$ cat config.mk
export PLATFORM = sky130hd
export DESIGN_NAME = spi_tx_framer
export DESIGN_NICKNAME = d
export VERILOG_FILES = /design/src/rtl/spi_tx_framer.sv
export SDC_FILE = /design/constraint.sdc
export NUM_CORES = 1
export LEC_CHECK = 0
export CAP_MARGIN = 10
export CORE_AREA = 5 5 82 84
export CTS_BUF_LIST = sky130_fd_sc_hd__clkbuf_8
export DETAILED_ROUTE_END_ITERATION = 10
export DIE_AREA = 0 0 87 89
export PLACE_DENSITY = 0.76
export SETUP_SLACK_MARGIN = 0.3
export SYNTH_ARGS = -nofsm -noshare
export SYNTH_HDL_FRONTEND = slang
export SYNTH_SLANG_ARGS = --single-unit
$ cat constraint.sdc
create_clock -name axi_aclk -period 2.4 [get_ports axi_aclk]
set_input_delay 0.48 -clock axi_aclk [delete_from_list [all_inputs] [get_ports axi_aclk]]
set_output_delay 0.48 -clock axi_aclk [all_outputs]
set_load 0.05 [all_outputs]
$ cat src/rtl/spi_tx_framer.sv
// spi_tx_framer: packs a command (opcode, length) and its payload bytes into
// a byte frame SYNC_BYTE, opcode, len, payload[len], checksum and presents it
// on an AXI4-Stream master port, one byte per cycle when unstalled.
//
// Ports:
//   axi_aclk, axi_areset            clock, synchronous active-high reset
//   cmd_valid/cmd_ready             command handshake
//   cmd_opcode, cmd_len             command fields, sampled at accept
//   pay_valid/pay_ready, pay_data   payload byte handshake
//   axis_tvalid/tready/tdata/tlast  frame byte stream (tlast on checksum)
//   busy                            frame in progress or output byte pending
module spi_tx_framer #(
    parameter logic [7:0] SYNC_BYTE = 8'hA5
) (
    input  logic       axi_aclk,
    input  logic       axi_areset,
    input  logic       cmd_valid,
    output logic       cmd_ready,
    input  logic [7:0] cmd_opcode,
    input  logic [7:0] cmd_len,
    input  logic       pay_valid,
    output logic       pay_ready,
    input  logic [7:0] pay_data,
    output logic       axis_tvalid,
    input  logic       axis_tready,
    output logic [7:0] axis_tdata,
    output logic       axis_tlast,
    output logic       busy
);

    localparam int unsigned BYTE_W = 8;

    typedef enum logic [2:0] {
        IDLE,
        OP,
        LEN,
        PAY,
        CSUM
    } state_t;

    state_t              state;
    logic [BYTE_W-1:0]   opcode_q;
    logic [BYTE_W-1:0]   len_q;
    logic [BYTE_W-1:0]   csum_q;
    logic [BYTE_W-1:0]   remain_q;
    logic                slot_free;

    // The single output register may take a new byte when empty or draining.
    assign slot_free = !axis_tvalid || axis_tready;

    // Handshake readies are held low while reset is asserted.
    assign cmd_ready = !axi_areset && (state == IDLE) && slot_free;
    assign pay_ready = !axi_areset && (state == PAY) && slot_free;
    assign busy      = (state != IDLE) || axis_tvalid;

    // Frame sequencer and output register.
    always_ff @(posedge axi_aclk) begin
        if (axi_areset) begin
            state       <= IDLE;
            axis_tvalid <= 1'b0;
            axis_tlast  <= 1'b0;
            axis_tdata  <= '0;
            opcode_q    <= '0;
            len_q       <= '0;
            csum_q      <= '0;
            remain_q    <= '0;
        end else begin
            // A consumed or empty slot defaults to empty unless refilled below;
            // a stalled slot keeps data and tlast untouched.
            if (slot_free) begin
                axis_tvalid <= 1'b0;
                axis_tlast  <= 1'b0;
            end

            case (state)
                IDLE: begin
                    if (cmd_valid && slot_free) begin
                        axis_tdata  <= SYNC_BYTE;
                        axis_tvalid <= 1'b1;
                        opcode_q    <= cmd_opcode;
                        len_q       <= cmd_len;
                        csum_q      <= '0;
                        state       <= OP;
                    end
                end
                OP: begin
                    if (slot_free) begin
                        axis_tdata  <= opcode_q;
                        axis_tvalid <= 1'b1;
                        csum_q      <= csum_q + opcode_q;
                        state       <= LEN;
                    end
                end
                LEN: begin
                    if (slot_free) begin
                        axis_tdata  <= len_q;
                        axis_tvalid <= 1'b1;
                        csum_q      <= csum_q + len_q;
                        remain_q    <= len_q;
                        state       <= (len_q != '0) ? PAY : CSUM;
                    end
                end
                PAY: begin
                    // Without pay_valid the slot stays empty (bubble).
                    if (slot_free && pay_valid) begin
                        axis_tdata  <= pay_data;
                        axis_tvalid <= 1'b1;
                        csum_q      <= csum_q + pay_data;
                        remain_q    <= remain_q - BYTE_W'(1);
                        if (remain_q == BYTE_W'(1)) begin
                            state <= CSUM;
                        end
                    end
                end
                CSUM: begin
                    if (slot_free) begin
                        axis_tdata  <= csum_q;
                        axis_tvalid <= 1'b1;
                        axis_tlast  <= 1'b1;
                        state       <= IDLE;
                    end
                end
                default: begin
                    state <= IDLE;
                end
            endcase
        end
    end

endmodule

# Word level (Yosys, flattened, before mapping)
# Cells that the tools add are included.
classes:
  addsub: 4
  n_eq_ne: 11
  n_mux: 29
  reduce_logical: 22
ops:
  columns: ["cell", "n"]
  rows:
  - ["$mux 8", 10]
  - ["$pmux 8 s5", 1]
  - ["$pmux 8 s4", 1]
  - ["$add 8x8->8", 3]
  - ["$mux 3", 7]
  - ["$pmux 8 s2", 1]
  - ["$pmux 3 s5", 1]
  - ["$reduce_and 6->1", 2]
  - ["$eq 8x1->1 const B", 1]
  - ["$reduce_bool 8->1", 1]
  - ["$sub 8x1->8 const B", 1]
  - ["$mux 1", 7]
  - ["$eq 3x2->1 const B", 2]
  - ["$logic_and 1x1->1", 6]
  - ["$ne 2x1->1 const B", 3]
  - ["$ne 2x2->1 const B", 3]
  - ["$reduce_and 5->1", 1]
  - ["$reduce_bool 5->1", 1]
  - ["$reduce_bool 4->1", 1]
  - ["$eq 3x1->1 const B", 1]
  - ["$eq 3x3->1 const B", 1]
  - ["$logic_not 3->1", 1]
  - ["$pmux 1 s3", 1]
  - ["$reduce_and 3->1", 1]
  - ["other kinds (6)", 8]
word_totals:
  regBits: 45

# Longest topological paths before layout
depth:
  depth_word: 5
  depth_mapped: 13

# Worst setup path after synthesis
# No wires, ideal clock.
synth_timing:
  path_kind: "reg-to-reg"
  startpoint: "reg state[0]"
  endpoint: "reg csum_q[6]"
  setup_ns: 0.122
  arrival_time_ns: 2.443
  required_time_ns: 2.278
  slack_ns: -0.165
  path_stages_with_launch: 13
  n_path_buf: 2
  period_less_slack_ns: 2.565
  path_cell_list: "dfxtp_1 -> buf_6 -> buf_2 -> mux2i_1 -> o21ai_0 -> ha_1 -> inv_1 -> fa_1 -> nor2b_1 -> o31a_1 -> o21ai_0 -> and3_1 -> a311o_1"
synth_between:
  elab_chain_len: 3
  word_cells_on_any_way: 11
synth_rtl:
  columns: ["element", "line_no", "text"]
  rows:
  - ["from (decl)", "41", "state_t state;"]
  - ["from (signal assigned)", "100", "state <= (len_q != '0) ? PAY : CSUM;"]
  - ["$eq 3x2->1 (tied with other cells)", "75", "case (state)"]
  - ["$reduce_bool 4->1 (no line) (tied with other cells)", null, null]
  - ["$reduce_and 5->1 (no line)", null, null]
  - ["to (signal assigned)", "90", "csum_q <= csum_q + opcode_q;"]
  - ["to (signal assigned)", "98", "csum_q <= csum_q + len_q;"]
  - ["to (signal assigned)", "108", "csum_q <= csum_q + pay_data;"]
  - ["to (decl)", "44", "logic [BYTE_W-1:0] csum_q;"]
# Parallel ways exist; a longest one is shown, timed or not.
# A chain may end at the register's enable or synchronous reset.

# Worst setup path after layout
layout_timing:
  startpoint: "reg state[0]"
  endpoint: "reg csum_q[4]"
# The elaborated chain is that of the path after synthesis.

==> summary.md <==
| Metric | Value |
|---|---|
| Number of synthesized flops with an enable pin | `0` |
| Reg-to-reg critical path endpoint | `csum_q[4]` |
| Largest net degree at the start of global routing | `26` |
| Post-DR vias/cell | `5.82` |
| Outcome | `complete, no violations` |
| Ranking of synthesized cells by area | `dfxtp_1 (31%), mux2i_1 (8.4%), nor2_1 (5.1%), mux2_2 (4.3%), ha_1 (3.9%)` |
| Fin crit share | `91.9%` |
| Final Skew | `0.00675 ns` |
| Fmax | `0.453 GHz` |
| Multi-input logic area | `0.00187 sq mm` |
| HPWL Detailed | `5460 um` |
| Setup Crit Path Kind | `reg -> reg` |
| Critical path arrival | `2.45 ns` |
| Slew @ Worst Pin | `0.636 ns` |
| Setup crit end kind | `flop` |
| Cts hold-fix bufs | `0` |
| Most common cell after layout, fill and taps aside | `dfxtp_1` |
| Final nets | `425` |
| Layout cells sized above 1 | `22.0%` |
| Max clock buf depth | `2` |
| Area leader, netlist | `dfxtp_1` |
| Buffers added on ports | `41` |
| Total CTS buffers | `5` |
| VDD IR-drop max | `0.000566 V` |
| Htree depth | `2` |
| Synth top area share | `31.4%` |
| Initial Utilization | `49.1%` |
| Gr ovfl total | `0` |
| Worst Setup Start Kind | `flop` |
| Final Max Tran Viols | `0` |
| Worst reg-to-reg setup slack | `0.19 ns` |
| Routed vias | `2687` |
| Worst hold margin | `0.414 ns` |
| Syn nets | `366` |
| FF+latch count, synth | `45` |
| FF/Latch Area | `907 sq um` |
| CTS tree | `built` |
| Hold WC Path Type | `in -> reg` |
| FILL cells | `520` |
| 1st-iter DRT viols | `132` |
| First-pass GRT wire length | `12600 um` |
| Cell Area, Synth | `0.00287 sq mm` |
| Fin. Hold Viols | `0` |
| Max_cap viols | `0` |
| Relative slew slack | `57.0%` |
| Post-Syn Instances | `327` |
| RePlAce Congestion | `0.957` |
| Final Util | `62.6%` |
| P_leak | `1.50 nW` |
| Final setup viols | `0` |
| Worst setup path endpoint | `csum_q[4]` |
| Core ar. | `0.00585 sq mm` |
| Asr flop ratio synth | `0%` |
| Final Total Pwr | `3.62 mW` |
| Num ports | `42` |
| Clk slew on worst S/H paths | `0.09 ns` |
| Drc violations | `0` |
| Die Height | `89 um` |
| Setup TNS | `0 ns` |
| R2R Path Start | `state[0]` |
| CP Max Fanout | `5` |
| Initial antenna violation count | `0` |
| Most used cells in the layout excluding fill and tap cells | `dfxtp_1 (42), nor2_1 (39), clkdlybuf4s50_1 (34)` |
| Crit path time final | `2.21 ns` |
| Root Driver | `clkbuf_8` |
| Cell variety after synth | `66` |
| Vias in the first global route | `2637` |
| Reg2reg path depth | `9` |
| Seq/Total Area, Yosys | `31.4%` |
| Layout area overhead | `27.6%` |
| Mean post-synth cell area | `8.78 sq um` |
| Routed len/inst | `16.4 um` |
| Synthesis warning total | `0` |
| Wirelength, routed | `7580 um` |
| Die ar. | `0.00774 sq mm` |
| Drt pass-1 iters | `4` |
| Sink Count | `45` |
| Most used DFF post-synth | `dfxtp_1` |
| Core Rows | `28` |
| Gr usage total | `20.6%` |
| Clock Latency Late Sink | `0.31 ns` |
| Power Density | `988 mW/mm^2` |
| RSZ-0062 raised after global routing | `yes` |
| CP startpoint | `state[0]` |
| # diodes | `0` |
| Chip width | `87 um` |
| ANT nets after route | `0` |
| Worst EP required | `2.65 ns` |
==> through the flow <==
step | cell area [sq um] | std cells | setup slack (ns)
floorplan | 2910 | 327 | -0.0539
global placement | 3490 | 448 | -0.272
detailed placement | 3490 | 448 | -0.334
CTS | 3630 | 461 | 0.177
global route | 3660 | 462 | 0.140
finish | 3660 | 462 | 0.195
==> flip-flops by register name, summed over array words and instances, names as in the netlist, named ones only <==
| register | flops |
|---|---|
| axis_tdata | 8 |
| csum_q | 8 |
| len_q | 8 |
| opcode_q | 8 |
| remain_q | 8 |
| state | 3 |
| axis_tvalid | 1 |
==> area by class of cell <==
| type | instances | share of cell area (%) |
|---|---|---|
| Sequential cell | 45 | 24.8 |
| Clock buffer | 5 | 1.88 |
| Multi-Input combinational cell | 255 | 50.9 |
| Tap cell | 75 | 2.56 |
| Timing Repair Buffer | 69 | 18.3 |
| Inverter | 10 | 1.02 |
| Clock inverter | 3 | 0.580 |
==> worst max-delay path, stage by stage, from the launching register on <==
cell     delay, ns
dfxtp_4       0.42
mux2i_1       0.23
o21ai_2       0.08
ha_2          0.20
inv_2         0.06
fa_2          0.22
nor2b_4       0.05
o31a_1        0.25
or4_1         0.50
a21oi_1       0.14
==> worst min-delay path by stage <==
stage               startpoint          end  cells past startpoint  slack [ns]
floorplan            csum_q[4]    csum_q[4]                      2        0.45
global placement          flop         flop                      2        0.44
detailed placement        flop         flop                      2        0.45
CTS                 axi_areset  axis_tvalid                      2        0.42
global route        axi_areset  axis_tvalid                      2        0.43
finish              axi_areset  axis_tvalid                      2        0.41
==> report_power, final <==
group	total (mW)	internal (mW)	switching, mW	leakage [nW]
Combinational	2.09	0.959	1.13	1.09
Sequential	1.04	0.904	0.141	0.369
Clock	0.490	0.207	0.283	0.0445
Total	3.62	2.07	1.55	1.50
==> synth_stat cells (all sizes together) (2+ instances only) <==
cell type and number:
a22o 2, o21ai 19, dfxtp 45, buf 12, or3 3, nor3 8
a31oi 2, nand3 4, a21oi 21, nor2 41, o32ai 3, mux2i 25
or4 4, mux2 13, nor3b 2, nand2b 2, nor4b 2, inv 10
a22oi 6, a21o 3, ha 9, o31ai 3, a32o 2, o22ai 6
nand2 26, nand3b 2, o21a 3, nand4 5, nor2b 10, nor4 2
clkbuf 5, xnor2 3, a211oi 9
==> cells by family after synthesis <==
logic type / count (synthesis) / synth area share (%)
flip-flops: 45 / 31.4
XOR/XNOR: 4 / 1.48
buffers and inverters: 27 / 5.01
AND/OR/NAND/NOR: 117 / 23.1
multiplexers: 38 / 14.5
adder cells (fa/ha/maj): 10 / 4.62
AO/OA/AOI/OAI: 86 / 19.9
==> metal layers <==
layer	track usage [%]	share of wire [%]
met3	3.78	4.4
met5	0	0
met1	24.9	42
met4	7.08	2.3
met2	36.7	51
==> timing repair <==
| item | CTS | global route |
|---|---|---|
| resized for setup | 11 | 9 |
| endpoints found under the setup margin | 7 | 11 |
| pin swaps | 8 | 4 |
| buffers inserted | 5 | 1 |
Note: power is estimated with default switching activity, not from simulation.
